File: src/rtl/bus_arbiter_if.sv
// Master-side and Bridge-side signals of the two-master bus arbiter.
interface bus_arbiter_if #(
   parameter int unsigned ADDR_W = 32,
   parameter int unsigned DATA_W = 32
);
   logic              m0_req;
   logic              m1_req;
   logic              m0_lock;
   logic              m1_lock;
   logic [ADDR_W-1:0] m0_addr;
   logic [ADDR_W-1:0] m1_addr;
   logic              m0_we;
   logic              m1_we;
   logic [DATA_W-1:0] m0_wdata;
   logic [DATA_W-1:0] m1_wdata;
   logic              m0_gnt;
   logic              m1_gnt;
   logic              m0_ack;
   logic              m1_ack;
   logic [DATA_W-1:0] m0_rdata;
   logic [DATA_W-1:0] m1_rdata;
   logic [ADDR_W-1:0] bus_addr;
   logic              bus_we;
   logic [DATA_W-1:0] bus_wdata;
   logic [DATA_W-1:0] bus_rdata;
   logic [1:0]        arb_owner;
   logic              arb_busy;

   // Arbiter view
   modport slave (
      input  m0_req, m1_req, m0_lock, m1_lock, m0_addr, m1_addr,
             m0_we, m1_we, m0_wdata, m1_wdata, bus_rdata,
      output m0_gnt, m1_gnt, m0_ack, m1_ack, m0_rdata, m1_rdata,
             bus_addr, bus_we, bus_wdata, arb_owner, arb_busy
   );

   // Requester / Bridge environment view
   modport master (
      output m0_req, m1_req, m0_lock, m1_lock, m0_addr, m1_addr,
             m0_we, m1_we, m0_wdata, m1_wdata, bus_rdata,
      input  m0_gnt, m1_gnt, m0_ack, m1_ack, m0_rdata, m1_rdata,
             bus_addr, bus_we, bus_wdata, arb_owner, arb_busy
   );
endinterface

File: src/rtl/bus_arbiter.sv
// Two-master round-robin arbiter in front of the single Bridge slave port,
// with bounded bus locking for read-modify-write sequences.
module bus_arbiter #(
   parameter int unsigned ADDR_W   = 32,
   parameter int unsigned DATA_W   = 32,
   parameter int unsigned LOCK_MAX = 16
) (
   input  logic          cpu_clk,
   input  logic          cpu_rst_n,
   bus_arbiter_if.slave  bus
);
   // State encoding doubles as the arb_owner code
   localparam logic [1:0] ST_IDLE = 2'd0;
   localparam logic [1:0] ST_OWN0 = 2'd1;
   localparam logic [1:0] ST_OWN1 = 2'd2;

   localparam int unsigned CNT_W     = 8;
   localparam logic [CNT_W-1:0] LOCK_LAST = CNT_W'(LOCK_MAX - 32'd1);
   localparam logic [CNT_W-1:0] CNT_SAT   = {CNT_W{1'b1}};

   logic [1:0]       r_state;
   logic             r_last;      // 0: m0 served last, 1: m1 served last
   logic [CNT_W-1:0] r_lock_cnt;

   logic [1:0]       w_state_nxt;
   logic             w_last_nxt;
   logic [CNT_W-1:0] w_cnt_nxt;
   logic             w_own_req;
   logic             w_own_lock;
   logic             w_oth_req;
   logic             w_own_id;
   logic             w_gnt0;
   logic             w_gnt1;

   // State, last-served and lock counter registers
   always_ff @(posedge cpu_clk or negedge cpu_rst_n) begin
      if (!cpu_rst_n) begin
         r_state    <= ST_IDLE;
         r_last     <= 1'b1;
         r_lock_cnt <= '0;
      end else begin
         r_state    <= w_state_nxt;
         r_last     <= w_last_nxt;
         r_lock_cnt <= w_cnt_nxt;
      end
   end

   // Next-state arbitration and owner-selected bus multiplexing
   always_comb begin
      w_state_nxt = r_state;
      w_last_nxt  = r_last;
      w_cnt_nxt   = r_lock_cnt;
      w_own_req   = 1'b0;
      w_own_lock  = 1'b0;
      w_oth_req   = 1'b0;
      w_own_id    = 1'b0;

      case (r_state)
         ST_OWN0: begin
            w_own_req  = bus.m0_req;
            w_own_lock = bus.m0_lock;
            w_oth_req  = bus.m1_req;
            w_own_id   = 1'b0;
         end
         ST_OWN1: begin
            w_own_req  = bus.m1_req;
            w_own_lock = bus.m1_lock;
            w_oth_req  = bus.m0_req;
            w_own_id   = 1'b1;
         end
         default: ;
      endcase

      if ((r_state == ST_OWN0) || (r_state == ST_OWN1)) begin
         // Hand over when contended unless a live lock still has budget left
         if (w_oth_req && (!w_own_lock || !w_own_req || (r_lock_cnt == LOCK_LAST))) begin
            w_state_nxt = w_own_id ? ST_OWN0 : ST_OWN1;
            w_last_nxt  = w_own_id;
            w_cnt_nxt   = '0;
         end else if (w_own_req) begin
            if (w_oth_req)
               w_cnt_nxt = (r_lock_cnt == CNT_SAT) ? r_lock_cnt : r_lock_cnt + CNT_W'(1);
            else
               w_cnt_nxt = '0;
         end else begin
            w_state_nxt = ST_IDLE;
            w_last_nxt  = w_own_id;
            w_cnt_nxt   = '0;
         end
      end else begin
         w_cnt_nxt = '0;
         case ({bus.m1_req, bus.m0_req})
            2'b01:   w_state_nxt = ST_OWN0;
            2'b10:   w_state_nxt = ST_OWN1;
            2'b11:   w_state_nxt = r_last ? ST_OWN0 : ST_OWN1;
            default: w_state_nxt = ST_IDLE;
         endcase
      end

      w_gnt0 = (r_state == ST_OWN0);
      w_gnt1 = (r_state == ST_OWN1);

      bus.m0_gnt    = w_gnt0;
      bus.m1_gnt    = w_gnt1;
      bus.m0_ack    = w_gnt0 & bus.m0_req;
      bus.m1_ack    = w_gnt1 & bus.m1_req;
      bus.m0_rdata  = w_gnt0 ? bus.bus_rdata : '0;
      bus.m1_rdata  = w_gnt1 ? bus.bus_rdata : '0;
      bus.bus_addr  = w_gnt0 ? bus.m0_addr  : (w_gnt1 ? bus.m1_addr  : '0);
      bus.bus_wdata = w_gnt0 ? bus.m0_wdata : (w_gnt1 ? bus.m1_wdata : '0);
      // A granted master that is not requesting must never write
      bus.bus_we    = (w_gnt0 & bus.m0_req & bus.m0_we) | (w_gnt1 & bus.m1_req & bus.m1_we);
      bus.arb_owner = r_state;
      bus.arb_busy  = (r_state != ST_IDLE);
   end
endmodule

File: src/flat_wrapper.sv
// flat-port wrapper written by rule: the top's interface ports become plain ports
module bus_arbiter_flat 
#(
   parameter int unsigned ADDR_W   = 32,
   parameter int unsigned DATA_W   = 32,
   parameter int unsigned LOCK_MAX = 16
)
  (cpu_clk, cpu_rst_n, bus_m0_req, bus_m1_req, bus_m0_lock, bus_m1_lock, bus_m0_addr, bus_m1_addr, bus_m0_we, bus_m1_we, bus_m0_wdata, bus_m1_wdata, bus_bus_rdata, bus_m0_gnt, bus_m1_gnt, bus_m0_ack, bus_m1_ack, bus_m0_rdata, bus_m1_rdata, bus_bus_addr, bus_bus_we, bus_bus_wdata, bus_arb_owner, bus_arb_busy);
  bus_arbiter_if #(.ADDR_W(ADDR_W), .DATA_W(DATA_W)) bus_i ();
  input  logic cpu_clk;
  input  logic cpu_rst_n;
  input wire logic [$bits(bus_i.m0_req)-1:0] bus_m0_req;
  input wire logic [$bits(bus_i.m1_req)-1:0] bus_m1_req;
  input wire logic [$bits(bus_i.m0_lock)-1:0] bus_m0_lock;
  input wire logic [$bits(bus_i.m1_lock)-1:0] bus_m1_lock;
  input wire logic [$bits(bus_i.m0_addr)-1:0] bus_m0_addr;
  input wire logic [$bits(bus_i.m1_addr)-1:0] bus_m1_addr;
  input wire logic [$bits(bus_i.m0_we)-1:0] bus_m0_we;
  input wire logic [$bits(bus_i.m1_we)-1:0] bus_m1_we;
  input wire logic [$bits(bus_i.m0_wdata)-1:0] bus_m0_wdata;
  input wire logic [$bits(bus_i.m1_wdata)-1:0] bus_m1_wdata;
  input wire logic [$bits(bus_i.bus_rdata)-1:0] bus_bus_rdata;
  output wire logic [$bits(bus_i.m0_gnt)-1:0] bus_m0_gnt;
  output wire logic [$bits(bus_i.m1_gnt)-1:0] bus_m1_gnt;
  output wire logic [$bits(bus_i.m0_ack)-1:0] bus_m0_ack;
  output wire logic [$bits(bus_i.m1_ack)-1:0] bus_m1_ack;
  output wire logic [$bits(bus_i.m0_rdata)-1:0] bus_m0_rdata;
  output wire logic [$bits(bus_i.m1_rdata)-1:0] bus_m1_rdata;
  output wire logic [$bits(bus_i.bus_addr)-1:0] bus_bus_addr;
  output wire logic [$bits(bus_i.bus_we)-1:0] bus_bus_we;
  output wire logic [$bits(bus_i.bus_wdata)-1:0] bus_bus_wdata;
  output wire logic [$bits(bus_i.arb_owner)-1:0] bus_arb_owner;
  output wire logic [$bits(bus_i.arb_busy)-1:0] bus_arb_busy;
  assign bus_i.m0_req = bus_m0_req;
  assign bus_i.m1_req = bus_m1_req;
  assign bus_i.m0_lock = bus_m0_lock;
  assign bus_i.m1_lock = bus_m1_lock;
  assign bus_i.m0_addr = bus_m0_addr;
  assign bus_i.m1_addr = bus_m1_addr;
  assign bus_i.m0_we = bus_m0_we;
  assign bus_i.m1_we = bus_m1_we;
  assign bus_i.m0_wdata = bus_m0_wdata;
  assign bus_i.m1_wdata = bus_m1_wdata;
  assign bus_i.bus_rdata = bus_bus_rdata;
  assign bus_m0_gnt = bus_i.m0_gnt;
  assign bus_m1_gnt = bus_i.m1_gnt;
  assign bus_m0_ack = bus_i.m0_ack;
  assign bus_m1_ack = bus_i.m1_ack;
  assign bus_m0_rdata = bus_i.m0_rdata;
  assign bus_m1_rdata = bus_i.m1_rdata;
  assign bus_bus_addr = bus_i.bus_addr;
  assign bus_bus_we = bus_i.bus_we;
  assign bus_bus_wdata = bus_i.bus_wdata;
  assign bus_arb_owner = bus_i.arb_owner;
  assign bus_arb_busy = bus_i.arb_busy;
  bus_arbiter #(.ADDR_W(ADDR_W), .DATA_W(DATA_W), .LOCK_MAX(LOCK_MAX)) u_core (.cpu_clk(cpu_clk), .cpu_rst_n(cpu_rst_n), .bus(bus_i));
endmodule
File: config.mk
export PLATFORM = sky130hd
export DESIGN_NAME = bus_arbiter_flat
export DESIGN_NICKNAME = d
export VERILOG_FILES = /design/src/rtl/bus_arbiter_if.sv /design/src/rtl/bus_arbiter.sv /design/src/flat_wrapper.sv
export SDC_FILE = /design/constraint.sdc
export NUM_CORES = 1
export LEC_CHECK = 0
export CAP_MARGIN = 20
export CORE_AREA = 2 2 119 121
export CTS_CLUSTER_DIAMETER = 200
export DETAILED_ROUTE_END_ITERATION = 8
export DIE_AREA = 0 0 121 123
export HOLD_SLACK_MARGIN = 0.05
export PLACE_DENSITY = 0.66
export RECOVER_POWER = 25
export SYNTH_ARGS = -nofsm -noshare
export SYNTH_HDL_FRONTEND = slang
export SYNTH_SLANG_ARGS = --single-unit
File: constraint.sdc
create_clock -name cpu_clk -period 4.75 [get_ports cpu_clk]
set_input_delay 0.475 -clock cpu_clk [delete_from_list [all_inputs] [get_ports cpu_clk]]
set_output_delay 0.475 -clock cpu_clk [all_outputs]
set_load 0.1 [all_outputs]
# Word-level counts from Yosys, hierarchy flattened
# Index checks and enable logic that the tools add are counted.
[word_totals] out_inout_bits=136 ff_bits=11
[op_classes] n_addsub=1 n_reduce_logical=8 bitwise=5 muxes=23 eq_ne=10
[ops] cell="32-bit 2-to-1 mux" n=6
[ops] cell="8-bit 2-to-1 mux" n=5
[ops] cell="2-bit 2-to-1 mux" n=5
[ops] cell="8-bit by 1-bit adder with 8-bit output (second input constant)" n=1
[ops] cell="8-bit by 4-bit == test with 1-bit output (second input constant)" n=1
[ops] cell="8-bit == test (second input constant)" n=1
[ops] cell="2-bit == test (second input constant)" n=3
[ops] cell="1-bit one-hot mux with 2 select lines" n=3
[ops] cell="2-bit one-hot mux with 3 select lines" n=1
[ops] cell="5-bit inequality test (second input constant)" n=1
[ops] cell="1-bit bitwise AND" n=4
[ops] cell="2-bit by 1-bit == test with 1-bit output (second input constant)" n=2
[ops] cell="1-bit logical OR" n=3
[ops] cell="1-bit 2-to-1 mux" n=3
[ops] cell="3-bit inequality test (second input constant)" n=1
[ops] cell="1-bit logical NOT" n=2
[ops] cell="2-bit inequality test (second input constant)" n=1
[ops] cell="2-bit AND reduction" n=1
[ops] cell="2-bit nonzero test" n=1
[ops] cell="1-bit logical AND" n=1
[ops] cell="1-bit OR" n=1

# Logic depth before layout (Yosys ltp)
[depth] word_depth=8 mapped_depth=8 mapped_depth_nobuf=7

# Worst setup path after synthesis
# Ideal clock, no wire load.
[synth_timing] kind="reg-to-output" start="reg u_core.r_state[1] (netlist: u_core.bus.arb_owner[1])" end="out bus_bus_addr[10]" path_buffers=3 slack_ps=-603 arrival_ps=4878 stages_incl_launch_ff=7 t_required_ps=4275 path_cell_list="dfrtp_1 > ha_1 > buf_2 > buf_2 > buf_1 > nand2_1 > o21ai_0"
[synth_between] elab_chain_len=3 word_cells_on_any_way=4
[synth_rtl] item="start, declared" line="bus_arbiter.sv:21" text="logic [1:0] r_state;"
[synth_rtl] item="start signal, assigned" line="bus_arbiter.sv:42" text="r_state <= w_state_nxt;"
[synth_rtl] item="2-bit == test" line="bus_arbiter.sv:101" text="w_gnt1 = (r_state == ST_OWN1);"
[synth_rtl] item="via bus_m1_gnt" line="flat_wrapper.sv:24" text="output wire logic [$bits(bus_i.m1_gnt)-1:0] bus_m1_gnt;"
[synth_rtl] item="32-bit 2-to-1 mux (2 in a row)" line="bus_arbiter.sv:109" text="bus.bus_addr = w_gnt0 ? bus.m0_addr : (w_gnt1 ? bus.m1_addr : '0);"
[synth_rtl] item="end, declared" line="flat_wrapper.sv:29" text="output wire logic [$bits(bus_i.bus_addr)-1:0] bus_bus_addr;"
# The timed path passes the listed nets, and every way through them passes these cells.

# Final worst setup path
[layout_timing] start="reg u_core.r_state[0] (netlist: u_core.bus.arb_owner[0])" end="out bus_bus_addr[8]"
[layout_between] elab_chain_len=3 word_cells_on_any_way=4
[layout_rtl] item="2-bit == test" line="bus_arbiter.sv:101"
[layout_rtl] item="32-bit 2-to-1 mux" line="bus_arbiter.sv:109"
[layout_rtl] item="32-bit 2-to-1 mux (*)" line="bus_arbiter.sv:109"
# Mark *: on every way between the ends. The rest lies on a longest branch, timed or not.

==> impl_metrics.csv <==
group,metric,value,unit
outcome,status,"completed",
worst_setup_path,critPathRequiredTime,4.28,ns
floorplanning,row_count,43,
clock_network,clk_path_buf_depth,2,
drt,drc,0,
global_routing,grt_pass1_vias,3180,
synthesis,ys_ff_latch,11,
global_routing,antenna_found_initial,0,
final_layout,layout-drive-gt1-share,0.0249,
drt,post_drt_via_cell_ratio,4.16,
synthesis,synth_top_cell_area_share,0.236,
synthesis,ys_top_cells_by_area,"nand2_1 (24%), and2_1 (20%), o21ai_0 (15%), dfrtp_1 (12%), ha_1 (3.1%)",
timing,rsz0062_at_grt,"false",
drt,wl_met3,837,um
clock_network,ctsHtreeMaxLevel,1,
floorplanning,die_h,123,um
drt,vias,3423,
timing,hold_viol,0,
synthesis,synth_edf_count,0,
placed_design,hpwl,9520,um
synthesis,avgSynthCellArea,5.69,um2
drt,drt_pre_antenna_iters,4,
run,cap_violations,0,
placed_design,gp_congestion,0.901,
timing,setup_slack,0.794,ns
drt,wl_met2,5900,um
drt,wl_met1,4620,um
worst_setup_path,r2r_setup_slack,1.91,ns
timing,setup_tns,0,ns
synthesis,async_flop_share,1.00,
drt,wl_per_cell,13.9,um
floorplanning,dieArea,0.0149,mm2
timing,finalClockSkew,0.00309,ns
floorplanning,start_util,0.151,
drt,routed.top_layer,"met4",
floorplanning,core,0.0136,mm2
synthesis,syn-cell-area,0.00205,mm2
placed_design,io_buffers,303,
worst_setup_path,crit_arrival,3.48,ns
timing,maxSlewHeadroom,0.181,
synthesis,synth_flop_cell,"dfrtp_1",
synthesis,synth.distinct_cells,35,
synthesis,syn_nets,533,
timing,worst_pin_slew,1.23,ns
global_routing,grtUsageTotal,0.136,
final_layout,layout.nets,817,
timing,finalSetupViolCount,0,
worst_setup_path,endpoint_kind,"output port",
drt,ant_nets,0,
floorplanning,die_x,121,um
synthesis,synthCells,360,
clock_network,cts.clk_slew.worst_paths,0.04,ns
clock_network,cts_tree,"built",
final_layout,antennaDiodeCount,0,
worst_setup_path,setup.worst_path.start_class,"register",
placed_design,dp_slack,1.34,ns
clock_network,cts-resized-gates,0,
worst_setup_path,path_class,"reg -> out",
clock_network,cts-root-buf,"clkbuf_16",
synthesis,ys_seq_area_frac,0.135,
timing,drv_slew,0,
timing,period_minus_slack,3.96,ns
synthesis,yosys.cell_count.top_type,"nand2_1",
clock_network,hold_buffers,0,
synthesis,synth.top_cells.by_count,"nand2_1 (129), and2_1 (65), o21ai_0 (62)",
clock_network,clk_latency,0.24,ns
global_routing,grt_max_degree,77,
clock_network,cts_setup_buffers,0,
worst_hold_path,hold_path_class,"reg -> reg",
floorplanning,ios,304,
clock_network,cts_made_buffers,3,
timing,fmax,0.253,GHz
synthesis,synth_area_leader_cell,"nand2_1",
drt,drt-total-wl,11500,um
clock_network,cts.sinks,11,
synthesis,yosysWarnings,0,
global_routing,grt_pass1_wl,16400,um
timing,fin_crit_sh,0.833,
worst_setup_path,worstPathMaxFanout,38,
drt,drt_iter0_drc,118,
global_routing,grt_overflow,0,
final_layout,synthToLayoutAreaGrowth,156,%
[layout make-up]
type                    instances  area, um2
repair buffers                308       3010
clock buffers                   4       78.8
fillers                      1424       8360
inverters                       7       26.3
multi-input cells             313       1640
flip-flops and latches         11        277
well taps                     180        225
[state kept, by name (all words and copies together), names as in the netlist]
name,cells
u_core.r_lock_cnt,8
u_core.r_last,1
u_core.bus.arb_owner,2
[path summary, 6_finish.rpt]
path / end / depth (start not counted) / startpoint
min in group asynchronous: u_core.bus.arb_owner[0] / 1 / cpu_rst_n
hold / removal: u_core.bus.arb_owner[1] / 1 / u_core.bus.arb_owner[1]
setup reg to reg: u_core.r_lock_cnt[4] / 7 / u_core.bus.arb_owner[0]
setup / recovery: bus_bus_addr[8] / 6 / u_core.bus.arb_owner[0]
max in group asynchronous: u_core.r_last / 1 / cpu_rst_n
hold reg to reg: u_core.bus.arb_owner[1] / 1 / u_core.bus.arb_owner[1]
[metal layers]
| metal | track usage | vias to the layer above |
|---|---|---|
| li1 | - | 1745 |
| met1 | 0.167 | 1527 |
| met2 | 0.254 | 142 |
| met3 | 0.0226 | 9 |
| met4 | 0.0182 | 0 |
| met5 | 0 | - |
[critical path, cell delays in order, from the launching register on]
cell and delay, ns:
dfrtp_1 0.43, inv_1 0.12, ha_1 0.75, buf_4 0.48, nand2_1 0.12, o21ai_1 0.15
clkdlybuf4s50_1 1.15
[through the flow]
step,instances,hold slack (ns),area (um2),util
2_1_floorplan,360,0.179,2050,-
3_3_place_gp,819,0.577,5230,0.384
3_5_place_dp,819,0.592,5230,0.384
4_1_cts,823,0.609,5310,0.390
5_1_grt,823,0.640,5250,0.386
6_report,823,0.606,5250,0.386
[logic make-up after synthesis]
| logic type | Yosys count | share of synthesized area |
|---|---|---|
| fa+ha+maj | 5 | 0.0305 |
| flops | 11 | 0.135 |
| xor+xnor | 1 | 0.00427 |
| buf+inv | 36 | 0.0690 |
| mux | 2 | 0.00977 |
| compound gates | 82 | 0.228 |
| simple gates | 223 | 0.524 |
[placed cells by master, fill, tap and decap left out, types with 5 or more instances in the layout]
cell and count:
dfrtp_1 10, and2_1 65, clkdlybuf4s50_1 285, dlygate4sd3_1 6, nor3_1 5, o21ai_1 62, nor2_1 10, clkbuf_1 13
nand2_1 129, inv_1 7
Power is left out: the tool's default activity adds up to more than one toggle a clock period on the data nets, which glitch-free logic cannot reach.
